File: src/rtl/pulse_skew_pkg.sv
// Shared types and defaults for the pulse skew measurement block.
package pulse_skew_pkg;

  localparam int MAX_DLY_DEF = 3;

  typedef enum logic [1:0] {
    IDLE     = 2'd0,
    WAIT_REF = 2'd1,
    COUNT    = 2'd2
  } state_t;

endpackage

File: src/rtl/pulse_skew_meas.sv
// Measures the cycle skew between ref_pulse and dly_pulse for use as a delay select.
// Optional macro PULSE_SKEW_LOCK_EN: lock asserts on two consecutive equal measurements.
//
// state    | meaning
// IDLE     | no measurement running; result outputs hold
// WAIT_REF | armed, waiting for the reference pulse
// COUNT    | reference seen, counting cycles until dly_pulse or timeout
module pulse_skew_meas
  import pulse_skew_pkg::*;
#(
  parameter int MAX_DLY = MAX_DLY_DEF,
  localparam int CW = $clog2(MAX_DLY + 1)
) (
  input  logic          clk,
  input  logic          rst,
  input  logic          start,
  input  logic          ref_pulse,
  input  logic          dly_pulse,
  output logic [CW-1:0] skew,
  output logic          skew_vld,
  output logic          err,
  output logic          busy,
  output logic          lock
);

  localparam logic [CW-1:0] CNT_MAX = CW'(MAX_DLY);

  state_t        state;
  logic [CW-1:0] cnt;
  logic          done_ok;
  logic          done_err;
  logic [CW-1:0] meas;

  // Decode the deciding cycle of a measurement; shared by the FSM and the lock tracker.
  always_comb begin
    done_ok  = 1'b0;
    done_err = 1'b0;
    meas     = cnt;
    case (state)
      WAIT_REF: begin
        if (ref_pulse && dly_pulse) begin
          done_ok = 1'b1;
          meas    = '0;
        end
      end
      COUNT: begin
        if (dly_pulse) begin
          done_ok = 1'b1;
        end else if (cnt == CNT_MAX) begin
          done_err = 1'b1;
        end
      end
      default: ;
    endcase
  end

  always_ff @(posedge clk) begin
    if (rst) begin
      state    <= IDLE;
      cnt      <= '0;
      skew     <= '0;
      skew_vld <= 1'b0;
      err      <= 1'b0;
      busy     <= 1'b0;
    end else begin
      case (state)
        IDLE: begin
          if (start) begin
            state    <= WAIT_REF;
            busy     <= 1'b1;
            skew_vld <= 1'b0;
            err      <= 1'b0;
          end
        end
        WAIT_REF: begin
          if (done_ok) begin
            skew     <= meas;
            skew_vld <= 1'b1;
            state    <= IDLE;
            busy     <= 1'b0;
          end else if (ref_pulse) begin
            cnt   <= CW'(1);
            state <= COUNT;
          end
        end
        COUNT: begin
          if (done_ok) begin
            skew     <= meas;
            skew_vld <= 1'b1;
            state    <= IDLE;
            busy     <= 1'b0;
          end else if (done_err) begin
            err   <= 1'b1;
            state <= IDLE;
            busy  <= 1'b0;
          end else begin
            cnt <= cnt + CW'(1);
          end
        end
        default: begin
          state <= IDLE;
          busy  <= 1'b0;
        end
      endcase
    end
  end

`ifdef PULSE_SKEW_LOCK_EN
  logic [CW-1:0] last_skew;
  logic          last_vld;

  // last_vld breaks the chain on a timeout so a stale value cannot lock.
  always_ff @(posedge clk) begin
    if (rst) begin
      last_skew <= '0;
      last_vld  <= 1'b0;
      lock      <= 1'b0;
    end else if (done_ok) begin
      lock      <= last_vld && (last_skew == meas);
      last_skew <= meas;
      last_vld  <= 1'b1;
    end else if (done_err) begin
      lock     <= 1'b0;
      last_vld <= 1'b0;
    end
  end
`else
  assign lock = skew_vld;
`endif

endmodule

File: config.mk
export PLATFORM = sky130hd
export DESIGN_NAME = pulse_skew_meas
export DESIGN_NICKNAME = d
export VERILOG_FILES = /design/src/rtl/pulse_skew_pkg.sv /design/src/rtl/pulse_skew_meas.sv
export SDC_FILE = /design/constraint.sdc
export NUM_CORES = 1
export LEC_CHECK = 0
export ABC_AREA = 1
export CAP_MARGIN = 0
export CORE_AREA = 2 2 39 41
export DETAILED_ROUTE_END_ITERATION = 8
export DIE_AREA = 0 0 41 43
export PLACE_DENSITY = 0.66
export SLEW_MARGIN = 15
export SYNTH_ARGS = -nofsm -noshare
export SYNTH_HDL_FRONTEND = slang
export SYNTH_SLANG_ARGS = --single-unit
File: constraint.sdc
create_clock -name clk -period 3.11 [get_ports clk]
set_input_delay 0.622 -clock clk [delete_from_list [all_inputs] [get_ports clk]]
set_output_delay 0.622 -clock clk [all_outputs]
set_load 0.005 [all_outputs]
==> impl_metrics.json <==
{
  "worst-path-buf-inv": 1,
  "worstPathRequired_ps": 2490,
  "grt_pass1_vias": 439,
  "seq_area_frac_synth_pct": 32.8,
  "num_vias": 494,
  "io_pins": 11,
  "routed_via_density": 4.80,
  "ys_ff_latch": 9,
  "ant_nets": 0,
  "grt_usage_pct": 14.6,
  "post_cts_resized": 0,
  "crit_chain": "clkdlybuf4s50_1",
  "rows": 14,
  "setup_tns_ps": 0,
  "status": "finished, final reports clean",
  "crit_fanout": 3,
  "routabilityCongestion": 0.779,
  "post-route-drc-count": 0,
  "cts_tree": "done",
  "cp_data_arrival_time_ps": 1120,
  "die_height_um": 43,
  "synth_cells": 74,
  "gr-total-overflow": 0,
  "synth_nets": 85,
  "endpoint_kind": "output pin",
  "period_needed_ps": 1740,
  "cp-start-kind": "flip-flop",
  "syn_area_um2": 549,
  "layout_commonest_cell": "nand2_1",
  "cts_buffer_depth": 2,
  "grt_max_degree": 10,
  "max-vdd-ir-drop_v": 0.000415,
  "drt_iter0_drc": 7,
  "ys_warn_count": 0,
  "layout_common_cells": "13 x nand2_1, 11 x inv_1, 10 x clkdlybuf4s50_1",
  "synth_area_per_cell_um2": 7.42,
  "power.density_nw_per_um2": 800,
  "fin_crit_sh_pct": 56.0,
  "finalHoldViolCount": 0,
  "clock_sinks": 9,
  "crit_family": "buffers and inverters",
  "wl_um": 1060,
  "hold_buffers": 0,
  "numPortBuffers": 10,
  "slew_viol_final": 0,
  "antenna_found_initial": 0,
  "clockRootBuffer": "clkbuf_4",
  "post_drt_wl_per_cell_um": 10.3,
  "cts_setup_buffers": 0,
  "core_area_um2": 1380,
  "p_leak_nw": 0.320,
  "hold_depth": 2,
  "area_delta_synth_final_pct": 25.3,
  "design_area_um2": 688,
  "num_antenna_cells": 0,
  "finalSetupViolCount": 0,
  "h-tree-depth": 1,
  "hp-class": "reg -> reg",
  "fmax_ghz": 0.574,
  "dpl_cell_area_um2": 662,
  "utilization_pct": 49.7,
  "die_area_um2": 1760,
  "clk_latency_ps": 260,
  "clkTransAtPathRegs_ps": 60,
  "crit_type": "reg -> out",
  "initial_core_util_pct": 39.7,
  "critPathMaxStageDelay_ps": 510,
  "rsz0062_at_grt": "no",
  "cp_num_cells": 1,
  "ys_types": 19,
  "hpwlAfterDp_um": 857,
  "skew_ps": 4.73,
  "drt-pass1-iter-count": 4,
  "slew_headroom_pct": 83.6,
  "cpMaxStageDelayCell": "clkdlybuf4s50_1",
  "nNetsFinal": 99,
  "ff2ff_path_depth": 8,
  "die_w_um": 41,
  "layout-drive-gt1-share_pct": 16.1,
  "grt_pass1_wl_um": 1730,
  "cts_buffers": 3,
  "drv_cap": 0,
  "worstMarginPinSlew_ps": 246
}
registers in the layout (all words and copies together), names as in the netlist:
signal / count
busy: 1
state: 2
skew: 2
cnt: 2
err: 1
lock: 1
worst paths after layout:
| check | from | end | slack, ps |
|---|---|---|---|
| setup / recovery | lock | skew_vld | 1370 |
| hold / removal | skew[0] | skew[0] | 460 |
| setup reg to reg | state[0] | busy | 1660 |
| hold reg to reg | skew[0] | skew[0] | 460 |
layer usage:
metal | routed length (um) | track usage (%)
met5 | 0 | 0
met4 | 10 | 4.00
met3 | 52 | 7.85
met2 | 510 | 21.3
met1 | 488 | 18.2
layout make-up:
| cell class | instances | area [um2] |
|---|---|---|
| multi-input cells | 52 | 317 |
| flip-flops and latches | 9 | 180 |
| well taps | 16 | 20.0 |
| fillers | 145 | 696 |
| clock buffers | 4 | 26.3 |
| repair buffers | 10 | 100 |
| inverters | 12 | 45.0 |
kinds of logic (layout without fill, tap and decap cells):
kind of cell	after synthesis	after routing	synth area share (%)
compound gates	14	14	15.7
fa+ha+maj	6	6	13.7
buf+inv	13	26	9.57
flops	9	9	32.8
simple gates	32	32	28.2
cells in the mapped netlist, drive strengths merged:
master   n  area [um2]
a21oi    9        52.6
a31oi    1        6.26
buf      1        7.51
dfxtp    9         180
ha       6        75.1
inv     12        45.0
nand2   17        78.8
nand3    6        35.0
nand4    1        6.26
nor2     6        25.0
nor3     2        10.0
o21ai    4        27.5
power by group:
group          switching (mW)  total [mW]  leakage (nW)  internal (mW)
clock network          0.0391      0.0884        0.0150         0.0493
registers              0.0264       0.170        0.0735          0.144
logic                   0.173       0.292         0.231          0.119
total                   0.239       0.551         0.320          0.312
metrics by stage:
stage	worst slack (ps)	hold WS, ps	instances	total power [mW]
finish	1370	465	103	0.551
global route	1340	500	103	0.604
CTS	1350	471	103	0.557
detailed placement	1260	462	99	0.465
global placement	1290	469	99	0.464
floorplan	1820	455	74	0.393
No activity file was read; power rests on OpenSTA's default activity.
